$ cat src/rtl/div_const_pkg.sv
// Shared constants and FSM state type for the radix-11 digit extraction path.
package div_const_pkg;

  localparam int DIVISOR    = 11;
  localparam int IN_W       = 64;
  localparam int Q_W        = 61;
  localparam int R_W        = 4;
  localparam int MAX_DIGITS = 19;

  typedef enum logic [1:0] {
    IDLE,
    CALC,
    EMIT
  } state_t;

endpackage

$ cat src/rtl/div_64_11.sv
// Combinational 64-bit unsigned divide by 11: Q = X / 11, R = X % 11.
// Restoring long division; the top three dividend bits seed the remainder since they are < 11.
module div_64_11
  import div_const_pkg::*;
(
  input  logic [IN_W-1:0] X,
  output logic [Q_W-1:0]  Q,
  output logic [R_W-1:0]  R
);

  logic [R_W:0] rem;

  always_comb begin
    rem = {2'b00, X[IN_W-1:Q_W]};
    Q   = '0;
    for (int i = Q_W - 1; i >= 0; i--) begin
      rem = {rem[R_W-1:0], X[i]};
      if (rem >= (R_W+1)'(DIVISOR)) begin
        rem  = rem - (R_W+1)'(DIVISOR);
        Q[i] = 1'b1;
      end
    end
    R = rem[R_W-1:0];
  end

endmodule

$ cat src/rtl/div11_digit_serializer.sv
// Streams base-11 digits of a 64-bit word LSB first; first digit 2 cycles after accept, one digit per 2 cycles.
// Digit outputs hold while dig_ready is low; in_ready is only high in IDLE (no input buffering).
module div11_digit_serializer
  import div_const_pkg::*;
#(
  parameter int MAX_DIGITS = 19,
  parameter int CNT_W      = 5,
  parameter int DIGIT_W    = 4
) (
  input  logic               clk,
  input  logic               rst,
  input  logic               in_valid,
  output logic               in_ready,
  input  logic [63:0]        in_data,
  output logic               dig_valid,
  input  logic               dig_ready,
  output logic [DIGIT_W-1:0] dig_data,
  output logic [CNT_W-1:0]   dig_idx,
  output logic               dig_last,
  output logic               busy
);

  state_t             state, state_nxt;
  logic [IN_W-1:0]    value;
  logic [Q_W-1:0]     quot;
  logic [Q_W-1:0]     div_q;
  logic [R_W-1:0]     div_r;
  logic [DIGIT_W-1:0] digit;
  logic [CNT_W-1:0]   idx;
  logic               last;
  logic               accept;
  logic               dig_hs;

  div_64_11 u_div (
    .X (value),
    .Q (div_q),
    .R (div_r)
  );

  always_comb begin
    state_nxt = state;
    in_ready  = 1'b0;
    busy      = 1'b1;
    dig_valid = 1'b0;
    accept    = 1'b0;
    dig_hs    = 1'b0;
    case (state)
      IDLE: begin
        in_ready = 1'b1;
        busy     = 1'b0;
        accept   = in_valid;
        if (in_valid) state_nxt = CALC;
      end
      CALC: state_nxt = EMIT;
      EMIT: begin
        dig_valid = 1'b1;
        dig_hs    = dig_ready;
        if (dig_ready) state_nxt = last ? IDLE : CALC;
      end
      default: state_nxt = IDLE;
    endcase
  end

  always_ff @(posedge clk) begin
    if (rst) begin
      state <= IDLE;
      value <= '0;
      quot  <= '0;
      digit <= '0;
      idx   <= '0;
      last  <= 1'b0;
    end else begin
      state <= state_nxt;
      if (accept) begin
        value <= in_data;
        idx   <= '0;
      end
      if (state == CALC) begin
        digit <= div_r;
        quot  <= div_q;
        last  <= (div_q == '0);
      end
      // Quotient becomes the next dividend only once the current digit is taken.
      if (dig_hs && !last) begin
        value <= {{(IN_W-Q_W){1'b0}}, quot};
        idx   <= idx + CNT_W'(1);
      end
    end
  end

  assign dig_data = digit;
  assign dig_idx  = idx;
  assign dig_last = last;

`ifndef SYNTHESIS
  a_rem_range: assert property (@(posedge clk) disable iff (rst)
    (state == CALC) |-> (div_r <= R_W'(DIVISOR - 1)));
  a_idx_range: assert property (@(posedge clk) disable iff (rst)
    dig_valid |-> (idx < CNT_W'(MAX_DIGITS)));
`endif

endmodule

$ cat config.mk
export PLATFORM = sky130hd
export DESIGN_NAME = div11_digit_serializer
export DESIGN_NICKNAME = d
export VERILOG_FILES = /design/src/rtl/div_const_pkg.sv /design/src/rtl/div_64_11.sv /design/src/rtl/div11_digit_serializer.sv
export SDC_FILE = /design/constraint.sdc
export NUM_CORES = 1
export LEC_CHECK = 0
export BUFFER_PORTS_ARGS = -buffer_cell sky130_fd_sc_hd__buf_2
export CORE_MARGIN = 1
export CORE_UTILIZATION = 45
export CTS_CLUSTER_SIZE = 40
export DETAILED_ROUTE_END_ITERATION = 10
export SYNTH_ARGS = -nofsm -noshare
export SYNTH_HDL_FRONTEND = slang
export SYNTH_SLANG_ARGS = --single-unit
$ cat constraint.sdc
create_clock -name clk -period 64.7 [get_ports clk]
set_input_delay 3.235 -clock clk [delete_from_list [all_inputs] [get_ports clk]]
set_output_delay 3.235 -clock clk [all_outputs]
set_load 0.005 [all_outputs]
# Word level (Yosys, flattened, before mapping)
# Cells that the tools add are included.
# classes
n_eq_ne	4
muxes	135
n_lt_le_gt_ge	61
n_reduce_logical	7
n_addsub	62
# ops
op	n
$ge 5x4->1 const B	60
$mux 4	61
$sub 4x4->4 const B	61
$mux 61	2
$mux 1	67
$logic_not 61->1	1
$mux 5	2
$pmux 2 s3	1
$add 5x1->5 const B	1
$ge 4x4->1 const B	1
$mux 2	2
$ne 2x2->1 const B	2
$eq 2x1->1 const B	1
$eq 2x2->1 const B	1
$logic_not 2->1	1
$reduce_and 2->1	1
$reduce_bool 2->1	1
$reduce_or 2->1	1
$logic_and 1x1->1	1
$logic_not 1->1	1
# word_totals
elab_cells	276
regBits	137
inputBits	68
output_inout_bits	13

# Depth between registers and ports, before layout
# Gate-level depths: netlist (run 1).
# logic_depth
ltp_word	123
depth_mapped	323
ltp_nobuf	312

# Modules after synthesis
# Synthesis (run 1) repeated with hierarchy kept, for this count alone.
# unflattened
cells_unflattened	2551
area_unflattened_um2	18890.6
# modules_own_cells
module	n_inst	cells_each	seq_area_each_um2	area_per_inst_um2
div_64_11	1	1921	0.0	13381.6
div11_digit_serializer	1	630	2742.6	5509.0

# Worst setup path before layout (run 1)
# OpenSTA, ideal clock, no wires.
# synth_path
path_type	reg-to-reg
from	register value[60]
to	register digit[1], in the netlist dig_data[1]
setup_time_ps	91
path_stages_with_launch	315
path_buffers	12
required_time_ps	64609
arrival_ps	59682
path_slack_ps	4928
synth_period_minus_slack_ps	59772
cell_sequence	dfxtp_1 -> ha_1 -> buf_2 -> o21ai_1 -> xnor2_1 -> ha_1 -> clkbuf_1 -> o21ai_0 -> a211o_1 -> a32oi_1 -> a21boi_1 -> ha_1 -> a221o_1 -> buf_2 -> nor4_1 -> a311o_1 -> ha_1 -> a21o_1 -> [279 not listed] -> o22a_1 -> inv_2 -> ha_1 -> nor4_1 -> o311ai_2 -> nand2_1 -> o21ai_0 -> a2bb2oi_1 -> inv_1 -> ha_1 -> nand4b_2 -> o211a_1 -> a211oi_2 -> ha_1 -> and4b_1 -> nor2_1 -> nand2_1 -> a311oi_1
# synth_via
elab_chain_len	122
elab_cells_between_ends	183
classes_between	add/sub: 61; order compare: 61; mux: 61
# synth_rtl
item	line	rtl
start, declared	div11_digit_serializer.sv:24	logic [IN_W-1:0] value;
start signal, assigned	div11_digit_serializer.sv:75	value <= in_data;
start signal, assigned	div11_digit_serializer.sv:85	value <= {{(IN_W-Q_W){1'b0}}, quot};
$sub 4x4->4 / $ge 4x4->1 (equally long branches)	div_64_11.sv:19, div_64_11.sv:18	
$mux 4 (*)	div_64_11.sv:18	if (rem >= (R_W+1)'(DIVISOR)) begin
$sub 4x4->4 / $ge 5x4->1 (equally long branches)	div_64_11.sv:19, div_64_11.sv:18	
$mux 4 (*)	div_64_11.sv:18	
$sub 4x4->4 / $ge 5x4->1 (equally long branches)	div_64_11.sv:19, div_64_11.sv:18	
$mux 4 (*)	div_64_11.sv:18	
$sub 4x4->4 / $ge 5x4->1 (equally long branches)	div_64_11.sv:19, div_64_11.sv:18	
$mux 4 (*)	div_64_11.sv:18	
[106 not listed]	-	
$sub 4x4->4 / $ge 5x4->1 (equally long branches)	div_64_11.sv:19, div_64_11.sv:18	
$mux 4 (*)	div_64_11.sv:18	
$sub 4x4->4 / $ge 5x4->1 (equally long branches)	div_64_11.sv:19, div_64_11.sv:18	
$mux 4 (*)	div_64_11.sv:18	
$ge 5x4->1 / $sub 4x4->4 (equally long branches)	div_64_11.sv:18, div_64_11.sv:19	
$mux 4 (*)	div_64_11.sv:18	
$sub 4x4->4 / $ge 5x4->1 (equally long branches)	div_64_11.sv:19, div_64_11.sv:18	
$mux 4 (*)	div_64_11.sv:18	
end signal, assigned	div11_digit_serializer.sv:79	digit <= div_r;
end, declared	div11_digit_serializer.sv:28	logic [DIGIT_W-1:0] digit;
# Mark *: on every way between the ends. The rest lies on a longest branch, timed or not.
# A chain may end at the register's enable or synchronous reset.

# Worst setup path in the final report (run 1)
# Same ends and word-level chain as after synthesis.

==> qor.csv, run 1 <==
stage;metric;value;unit
status;outcome;finished, violations left;
status;violated checks;DRC;
drt;initial DRC count;1567;
synthesis;Synth top area share;14.52;%
synthesis;Synth Cell Area;18890;um^2
worst_setup_path;crit-path most repeated cell;ha_1;
drt;1st-pass router iterations;8;
placement;gpl congestion;0.9121;
floorplanning;core box area;41110;um^2
sta;Setup-failing EPs final;0;
sta;Final min period;60970;ps
placement;Port Buffers;80;
clock_network;number of buffers created by CTS;17;
sta;Worst Max-Slew Pin Slew;1107;ps
floorplanning;Die Y;206.9;um
synthesis;synth unique cells;145;
drt;DRC viols;2;
synthesis;sequential-to-total area share from yosys stat;14.52;%
global_routing;total track usage;25.61;%
worst_setup_path;CP peak stage delay;760;ps
sta;final hold vios;0;
synthesis;top cells by area, synth;dfxtp_1 (15%), nor2_1 (6.7%), a211oi_1 (5.2%);
worst_hold_path;hold crit path type;register to register;
worst_setup_path;critical path class;register to register;
synthesis;Synthesized Nets;2763;
clock_network;Clock H-tree levels;4;
synthesis;EDFF count, synth;0;
cells_and_area;number of diodes;0;
cells_and_area;commonest non-fill, non-tap cell in the layout;nor2_1;
clock_network;worst skew pair latency;450;ps
worst_setup_path;Crit-path slowest cell;or4b_2;
worst_setup_path;critical path arrival;61330;ps
clock_network;cts hold-fix bufs;0;
drt;final WL;57190;um
synthesis;post-synth top area cell;dfxtp_1;
cells_and_area;proportion of layout cells with a drive suffix above 1;16.57;%
drt;vias;20770;
global_routing;first-pass GRT wire length;91700;um
drt;vias per inst;6.442;
worst_setup_path;CP Max Fanout;13;
floorplanning;Rows;74;
clock_network;CTS root buffer;clkbuf_16;
floorplanning;Initial Utilization;45.96;%
worst_setup_path;CP Capture Type;register;
sta;max-slew violation count;0;
global_routing;vias in the first global route;18640;
global_routing;largest net degree at the start of global routing;91;
sta;slew margin rel.;24.09;%
cells_and_area;most frequent cells in the layout;nor2_1 (335), nand2_1 (181), nor3_1 (145), a21oi_1 (145), dfxtp_1 (134);
sta;Period Utilization, post-route;94.23;%
sta;Peak Freq;0.01640;GHz
placement;DP HPWL;40830;um
cells_and_area;P&R area growth vs syn;11.27;%
floorplanning;Ports;81;
clock_network;CTS sink count;137;
synthesis;Post-synth top flop;dfxtp_1;
drt;wire length per cell;17.74;um
floorplanning;die area;42810;um^2
synthesis;Yosys reg bits;137;
clock_network;CTS tree;built;
flow_run;# Max-Cap Violations;0;
global_routing;initial antenna violation count;0;
synthesis;Synth Warn #;0;
drt;Routed Antenna Nets;0;
floorplanning;width of the chip;206.9;um
synthesis;syn avg cell area;7.176;um^2
clock_network;worst-case clock buffer depth;2;
sta;Clock Skew;10.96;ps
cells_and_area;NumNets Final;2809;
worst_setup_path;Critical Path RT;65060;ps
worst_setup_path;Worst setup SP type;register;
synthesis;Synth Instances;2633;
placement;Place WS;-989.1;ps
synthesis;async set-reset flop share out of synthesis;0;%
clock_network;clock slew at reported path FFs;60;ps
global_routing;gr ovfl total;0;
sta;worst setup margin;3731;ps
## critical path: cells and delay by family (launching register included)
family / cells / cell delay [ps]
AO/OA/AOI/OAI: 114 / 23470
AND/OR/NAND/NOR: 80 / 17760
flip-flops: 1 / 390
adder cells (fa/ha/maj): 56 / 12730
buffers and inverters: 34 / 3250
XOR/XNOR: 13 / 2020
multiplexers: 5 / 1130
## routing by layer
| metal | part of all wire, % | vias up | GRT usage [%] |
|---|---|---|---|
| li1 | - | 10330 | - |
| met2 | 47 | 462 | 42.63 |
| met5 | 0 | - | 0 |
| met1 | 48 | 9916 | 35.12 |
| met4 | 1.6 | 0 | 6.517 |
| met3 | 3.3 | 65 | 2.590 |
## layout make-up
class                      count  area (um^2)
fill                        4129        20090
multi-input combinational   2243        15610
inverter                     120        450.4
sequential                   137         2749
clock buffer                  22        444.2
clock inverter                10        102.6
tap                          532        665.6
timing repair buffer         160         1003
## cell families (layout without fill, tap and decap cells)
logic type / count (synthesis) / in the layout / synth area share (%)
AND/OR/NAND/NOR: 1076 / 1076 / 29.03
AO/OA/AOI/OAI: 972 / 972 / 39.52
buffers and inverters: 253 / 312 / 5.351
flip-flops: 137 / 137 / 14.52
multiplexers: 109 / 109 / 6.331
adder cells (fa/ha/maj): 62 / 62 / 4.106
XOR/XNOR: 24 / 24 / 1.152
## Yosys cell counts (12+ instances only)
cell	count
and2_1	32
nand4_1	39
a21oi_1	149
nor3_1	153
nand2_1	182
a211oi_2	12
o2bb2ai_1	16
o21ai_0	82
ha_1	62
or4_1	16
o22ai_1	23
nor3b_1	13
a311oi_1	18
nor2b_1	15
nand3_1	68
nor4_1	30
or2_1	20
o21a_1	38
a31oi_1	37
buf_2	17
o22a_1	12
inv_1	115
a211o_1	31
mux2_2	30
a2bb2oi_1	17
xnor2_1	21
o211ai_1	47
a22o_1	12
o21bai_1	12
and3_1	25
o211a_1	18
or3_1	26
mux2i_1	63
dfxtp_1	137
a211oi_1	130
o31ai_1	18
a21o_1	25
nor2_1	339
o21ai_1	47
clkbuf_1	99
nand2b_1	28
## worst paths after layout
| check | slack (ps) | cells past startpoint | start | to |
|---|---|---|---|---|
| worst max register to register | 3730 | 302 | value[60] | dig_data[1] |
| worst min register to register | 460 | 2 | quot[46] | quot[46] |
| worst max-delay path | 3730 | 302 | value[60] | dig_data[1] |
| worst min-delay path | 460 | 2 | quot[46] | quot[46] |
## repair_timing
item,in CTS,in global routing
setup buffers,1,30
setup endpoints to repair,7,11
pin swaps,1,21
resized for setup,13,85
## sequential cells by signal (all words and copies together) (netlist names)
register  flops
dig_data      4
dig_idx       5
dig_last      1
quot         61
state         2
value        64
## through the flow
stage / util, % / cells / TNS [ps] / hold slack [ps] / instance area, um^2
after CTS: 49.60 / 3194 / 0 / 457.3 / 20390
after detailed placement: 48.14 / 3161 / -5717 / 443.1 / 19790
final: 51.14 / 3224 / 0 / 456.7 / 21020
after floorplan: - / 2633 / 0 / 436.7 / 18890
after global routing: 51.14 / 3224 / -1093 / 479.7 / 21020
after global placement: 48.14 / 3161 / 0 / 436.8 / 19790
Power of run 1 is left out: the tool's default activity adds up to more than one toggle a clock period on the data nets, which glitch-free logic cannot reach.
==> run 2, diff against run 1 <==
Settings changed: ABC_AREA from default to 1.
==> run 2 against run 1 <==
Compared with the run above:
- the run now ends clean
- worst hold slack better by 29 ps
- cell area fell by 25%
- clock-buffer cell count shrank 2
- global-route usage down 4.8 points
- routed wire length decreased by 42%
- cell count fell by 15%
==> qor.csv, run 2 <==
stage;metric;value;unit;change
status;outcome;finished clean;;was finished, violations left
sta;max-slew violation count;0;;unchanged
global_routing;vias in the first global route;12610;;was 18640
synthesis;Yosys reg bits;137;;unchanged
worst_setup_path;critical path class;register to register;;unchanged
synthesis;Synth top area share;19.21;%;was 14.52%
clock_network;cts hold-fix bufs;0;;unchanged
worst_setup_path;Crit-path slowest cell;dfxtp_1;;was or4b_2
drt;Routed Antenna Nets;0;;unchanged
clock_network;CTS tree;built;;unchanged
synthesis;top cells by count, synth;nand2_1 (472), inv_1 (421), nand3_1 (270), nand2_2 (181), nor2_1 (169);;was nor2_1 (339), nand2_1 (182), nor3_1 (153), a21oi_1 (149), dfxtp_1 (137)
synthesis;synth unique cells;45;;was 145
drt;wire length per cell;12.08;um;was 17.74 um
global_routing;total track usage;20.78;%;was 25.61%
drt;vias;13550;;was 20770
synthesis;Synth Cell Area;14280;um^2;was 18890 um^2
synthesis;Post-synth top flop;dfxtp_1;;unchanged
cells_and_area;max FFs per register;64;;unchanged
synthesis;EDFF count, synth;0;;unchanged
floorplanning;Initial Utilization;46.19;%;was 45.96%
sta;Setup-failing EPs final;0;;unchanged
clock_network;Clock H-tree levels;4;;unchanged
worst_setup_path;CP peak stage delay;410;ps;was 760 ps
floorplanning;Rows;64;;was 74
worst_setup_path;CP Capture Type;register;;unchanged
clock_network;number of buffers created by CTS;17;;unchanged
synthesis;Synth Warn #;0;;unchanged
sta;Worst Max-Slew Pin Slew;983.0;ps;was 1107 ps
clock_network;post-CTS setup repair buffer count;0;;was 1
drt;vias per inst;4.959;;was 6.442
global_routing;largest net degree at the start of global routing;65;;was 91
worst_setup_path;Worst setup SP type;register;;unchanged
synthesis;post-synth top area cell;dfxtp_1;;unchanged
synthesis;Synthesized Nets;2398;;was 2763
drt;1st-pass router iterations;7;;was 8
synthesis;sequential-to-total area share from yosys stat;19.21;%;was 14.52%
cells_and_area;proportion of layout cells with a drive suffix above 1;22.64;%;was 16.57%
worst_setup_path;Critical Path RT;65010;ps;was 65060 ps
cells_and_area;P&R area growth vs syn;9.781;%;was 11.27%
worst_hold_path;hold crit path type;register to register;;unchanged
clock_network;CTS sink count;137;;unchanged
cells_and_area;Largest Register;value;;unchanged
clock_network;clock slew at reported path FFs;60;ps;about the same
clock_network;worst-case clock buffer depth;2;;unchanged
sta;setup tns final;0;ps;unchanged
worst_setup_path;crit-path most repeated cell;inv_1;;was ha_1
clock_network;CTS root buffer;clkbuf_16;;unchanged
global_routing;gr ovfl total;0;;unchanged
worst_hold_path;Hold Path Stages;2;;unchanged
worst_setup_path;CP Max Fanout;7;;was 13
synthesis;most common cell in the netlist;nand2_1;;was nor2_1
floorplanning;Die Y;180.1;um;was 206.9 um
drt;final WL;33010;um;was 57190 um
global_routing;first-pass GRT wire length;57260;um;was 91700 um
clock_network;worst skew pair latency;420;ps;was 450 ps
floorplanning;die area;32440;um^2;was 42810 um^2
sta;slew margin rel.;33.92;%;was 24.09%
cells_and_area;number of diodes;0;;unchanged
worst_setup_path;FF-to-FF path depth;468;;was 302
sta;Final min period;44490;ps;was 60970 ps
floorplanning;width of the chip;180.1;um;was 206.9 um
worst_setup_path;critical path arrival;44800;ps;was 61330 ps
floorplanning;core box area;30910;um^2;was 41110 um^2
sta;final hold vios;0;;unchanged
placement;gpl congestion;0.8219;;was 0.9121
cells_and_area;Fill cells;3161;;was 4129
placement;DP HPWL;24220;um;was 40830 um
clock_network;Post-CTS Resized;0;;was 13
placement;Port Buffers;80;;unchanged
synthesis;Synth Instances;2268;;was 2633
cells_and_area;most frequent cells in the layout;nand2_1 (472), inv_1 (421), nand3_1 (270), nand2_2 (181), nor2_1 (168);;was nor2_1 (335), nand2_1 (181), nor3_1 (145), a21oi_1 (145), dfxtp_1 (134)
cells_and_area;commonest non-fill, non-tap cell in the layout;nand2_1;;was nor2_1
sta;Clock Skew;7.552;ps;was 10.96 ps
global_routing;initial antenna violation count;0;;unchanged
drt;initial DRC count;570;;was 1567
sta;Period Utilization, post-route;68.76;%;was 94.23%
sta;Peak Freq;0.02248;GHz;was 0.01640 GHz
synthesis;top cells by area, synth;dfxtp_1 (19%), nand2_1 (12%), inv_1 (11%);;was dfxtp_1 (15%), nor2_1 (6.7%), a211oi_1 (5.2%)
synthesis;async set-reset flop share out of synthesis;0;%;unchanged
sta;RSZ-0062 raised after global routing;no;;
floorplanning;Ports;81;;unchanged
cells_and_area;NumNets Final;2455;;was 2809
flow_run;# Max-Cap Violations;0;;unchanged
cells_and_area;FF+latch area;2743;um^2;was 2749 um^2
cells_and_area;Multi-input gate area;9066;um^2;was 15610 um^2
drt;DRC viols;0;;was 2
synthesis;syn avg cell area;6.295;um^2;was 7.176 um^2
-- run 2: changes by cell type after synthesis, moves of 37 or more --
cell	delta
nand2_2	+181
nand3_1	+202
o21a_1	-37
a21oi_1	-135
nor3_1	-153
nand2_4	+73
mux2i_1	-63
a211oi_1	-130
inv_1	+306
clkbuf_1	-64
nor2_1	-170
nand2_1	+290
nand3_2	+42
-- run 2: worst paths after layout --
| path | start | endpoint | slack, ps |
|---|---|---|---|
| max reg2reg | value[60] | dig_data[0] | 20210 |
| min | quot[13] | value[13] | 490 |
| min reg2reg | quot[13] | value[13] | 490 |
| max | value[60] | dig_data[0] | 20210 |
-- run 2: layout make-up --
| type | instances | share of cell area, % |
|---|---|---|
| flip-flops and latches | 137 | 17.50 |
| multi-input cells | 1592 | 57.85 |
| clock inverters | 11 | 1.541 |
| inverters | 490 | 14.13 |
| repair buffers | 87 | 2.906 |
| well taps | 396 | 3.161 |
| clock buffers | 20 | 2.914 |
-- run 2: cell families (layout without fill, tap and decap cells) --
logic type | after synthesis | after routing | synth area share (%)
AND/OR/NAND/NOR | 1248 | 1248 | 45.28
buffers and inverters | 539 | 608 | 17.38
XOR/XNOR | 18 | 18 | 1.446
adder cells (fa/ha/maj) | 62 | 62 | 5.434
AO/OA/AOI/OAI | 264 | 264 | 11.25
flip-flops | 137 | 137 | 19.21
-- run 2: through the flow --
step                      setup WS (ps)  util (%)  std cells  area, um^2  hold slack [ps]
after floorplan                   25340         -       2268       14280            455.6
after global placement            21740     48.45       2702       14970            471.9
after detailed placement          20280     48.45       2702       14970            477.3
after CTS                         20050     50.70       2733       15670            484.6
after global routing              14120     50.70       2733       15670            500.3
final                             20210     50.70       2733       15670            485.4
-- run 2: worst max-delay path, delay by kind of cell, from the launching register on --
family,cells,cell delay (ps)
flops,1,410
buf+inv,119,7380
fa+ha+maj,61,10450
compound gates,1,120
simple gates,287,25930
-- run 2: routing by layer --
layer | vias to the layer above | GRT usage [%] | wire [um]
met5 | - | 0 | 0
met4 | 0 | 5.060 | 506
met3 | 33 | 2.526 | 921
met2 | 195 | 36.25 | 15360
met1 | 6082 | 27.10 | 16210
li1 | 7243 | - | -
Power of run 2 is left out for the same reason.
==> run 3, diff against run 2 <==
Clock period 64.7 ns to 43.7 ns, I/O delays scaled along.
==> run 3 against run 2 <==
Compared with the run above:
- worst setup slack got worse by 18000 ps
- cell count increased by 6.6%
- register-to-register slack worse by 18000 ps
- sequential cell count unchanged
- via count rose by 7.3%
- largest cell class unchanged
- critical path depth up 7
- maximum frequency is 7.8% higher
- core utilization is 7.9 points higher
- cell area up 16%
==> qor.csv, run 3 (synthesis results as in run 2) <==
stage;metric;value;unit;change
clock_network;clock slew at reported path FFs;70;ps;was 60 ps
sta;Final min period;41280;ps;was 44490 ps
cells_and_area;commonest non-fill, non-tap cell in the layout;nand2_1;;unchanged
floorplanning;Die Y;180.1;um;unchanged
global_routing;total track usage;20.90;%;was 20.78%
cells_and_area;number of diodes;0;;unchanged
sta;setup tns final;0;ps;unchanged
sta;max-slew violation count;0;;unchanged
clock_network;cts hold-fix bufs;0;;unchanged
worst_hold_path;Hold Path Stages;2;;unchanged
worst_setup_path;CP Max Fanout;5;;was 7
placement;Port Buffers;80;;unchanged
clock_network;number of buffers created by CTS;17;;unchanged
cells_and_area;Fill cells;2987;;was 3161
flow_run;# Max-Cap Violations;0;;unchanged
placement;DP HPWL;23940;um;was 24220 um
cells_and_area;most frequent cells in the layout;nand2_1 (395), inv_1 (364), nand2_2 (197), nand3_1 (196), buf_4 (189);;was nand2_1 (472), inv_1 (421), nand3_1 (270), nand2_2 (181), nor2_1 (168)
sta;slew margin rel.;23.77;%;was 33.92%
worst_setup_path;R2R Path Start;value[60];;unchanged
sta;Period Utilization, post-route;94.45;%;was 68.76%
cells_and_area;Largest Register;value;;unchanged
cells_and_area;proportion of layout cells with a drive suffix above 1;38.88;%;was 22.64%
worst_setup_path;CP peak stage delay;360;ps;was 410 ps
global_routing;gr ovfl total;0;;unchanged
worst_setup_path;Critical Path RT;44050;ps;was 65010 ps
sta;worst setup margin;2424;ps;was 20210 ps
global_routing;vias in the first global route;12530;;was 12610
worst_setup_path;FF-to-FF path depth;475;;was 468
sta;final hold vios;0;;unchanged
worst_setup_path;critical path class;register to register;;unchanged
clock_network;worst skew pair latency;440;ps;was 420 ps
clock_network;CTS root buffer;clkbuf_16;;unchanged
worst_setup_path;critical path's top delay family;simple AND/OR/NAND/NOR gates;;unchanged
worst_setup_path;flop-to-flop setup slack;2420;ps;was 20210 ps
clock_network;CTS tree;built;;unchanged
floorplanning;die area;32440;um^2;unchanged
cells_and_area;max FFs per register;64;;unchanged
worst_hold_path;Hold EP;value[60];;was value[13]
drt;initial DRC count;570;;unchanged
drt;DRC viols;0;;unchanged
worst_setup_path;critical path arrival;41620;ps;was 44800 ps
worst_setup_path;Crit-path slowest cell;dfxtp_4;;was dfxtp_1
drt;final WL;37660;um;was 33010 um
worst_setup_path;WP buf/inv;127;;was 119
placement;gpl congestion;0.8150;;was 0.8219
cells_and_area;NumNets Final;2636;;was 2455
global_routing;largest net degree at the start of global routing;96;;was 65
worst_setup_path;crit-path most repeated cell;nand2_4;;was inv_1
worst_hold_path;hold crit path type;register to register;;unchanged
global_routing;first-pass GRT wire length;56990;um;was 57260 um
clock_network;Clock H-tree levels;4;;unchanged
worst_setup_path;Worst setup SP type;register;;unchanged
status;outcome;finished clean;;unchanged
worst_setup_path;CP Capture Type;register;;unchanged
floorplanning;Rows;64;;unchanged
drt;vias;14550;;was 13550
sta;Setup-failing EPs final;0;;unchanged
floorplanning;Ports;81;;unchanged
global_routing;initial antenna violation count;0;;unchanged
sta;Peak Freq;0.02423;GHz;was 0.02248 GHz
sta;Worst Max-Slew Pin Slew;1144;ps;was 983.0 ps
clock_network;worst-case clock buffer depth;2;;unchanged
sta;Clock Skew;11.89;ps;was 7.552 ps
drt;Routed Antenna Nets;0;;unchanged
worst_setup_path;RR Endpoint;dig_data[2];;was dig_data[0]
floorplanning;width of the chip;180.1;um;unchanged
clock_network;CTS sink count;137;;unchanged
floorplanning;core box area;30910;um^2;unchanged
placement;Place WS;-762.2;ps;was 20280 ps
drt;1st-pass router iterations;5;;was 7
drt;wire length per cell;12.93;um;was 12.08 um
drt;vias per inst;4.992;;was 4.959
cells_and_area;P&R area growth vs syn;26.98;%;was 9.781%
floorplanning;Initial Utilization;46.19;%;unchanged
worst_hold_path;Worst Hold Launch;quot[60];;was quot[13]
==> run 3: how the worst max path moves through the flow <==
| stage | cells after the start | slack (ps) | from | end |
|---|---|---|---|---|
| finish | 475 | 2420 | value[60] | dig_data[2] |
| global route | 478 | -940 | value[60] | dig_data[2] |
| CTS | 469 | 2 | value[60] | dig_data[0] |
| detailed placement | 470 | -760 | value[60] | dig_data[0] |
| global placement | 469 | 340 | value[60] | dig_data[0] |
| floorplan | 459 | 4340 | value[60] | dig_data[0] |
==> run 3: tightest hold or removal path, stage by stage (launching register included) <==
cell and delay [ps]:
dfxtp_1 310, nand2_1 60, a31oi_1 70
==> run 3: cell type report <==
type | instances | area [um^2] | share of cell area [%]
Multi-Input combinational cell | 1592 | 10250 | 56.54
Sequential cell | 137 | 2748 | 15.16
Inverter | 490 | 2215 | 12.22
Timing Repair Buffer | 268 | 1814 | 10.01
Tap cell | 396 | 495.5 | 2.733
Clock buffer | 18 | 439.2 | 2.423
Clock inverter | 13 | 167.7 | 0.9248
==> run 3: per-stage QoR <==
stage / hold slack [ps] / utilization, % / area [um^2] / cells
global placement: 469.3 / 48.47 / 14980 / 2703
global route: 501.1 / 58.65 / 18130 / 2914
CTS: 460.7 / 52.08 / 16100 / 2782
floorplan: 455.6 / - / 14280 / 2268
detailed placement: 477.1 / 48.47 / 14980 / 2703
finish: 466.8 / 58.65 / 18130 / 2914
==> run 3: timing repair <==
item / in CTS / in global routing
gates cloned: 0 / 0
pin swaps: 52 / 160
setup buffers: 48 / 132
resized for setup: 35 / 313
endpoints found under the setup margin: 7 / 12
==> run 3: layer usage <==
metal	share of wire, %	global-route usage (%)	up-vias
li1	-	-	7608
met1	46	26.95	6729
met2	50	36.68	178
met3	3.1	3.355	31
met4	0.99	4.068	0
met5	0	0	-
Power of run 3 is left out for the same reason.
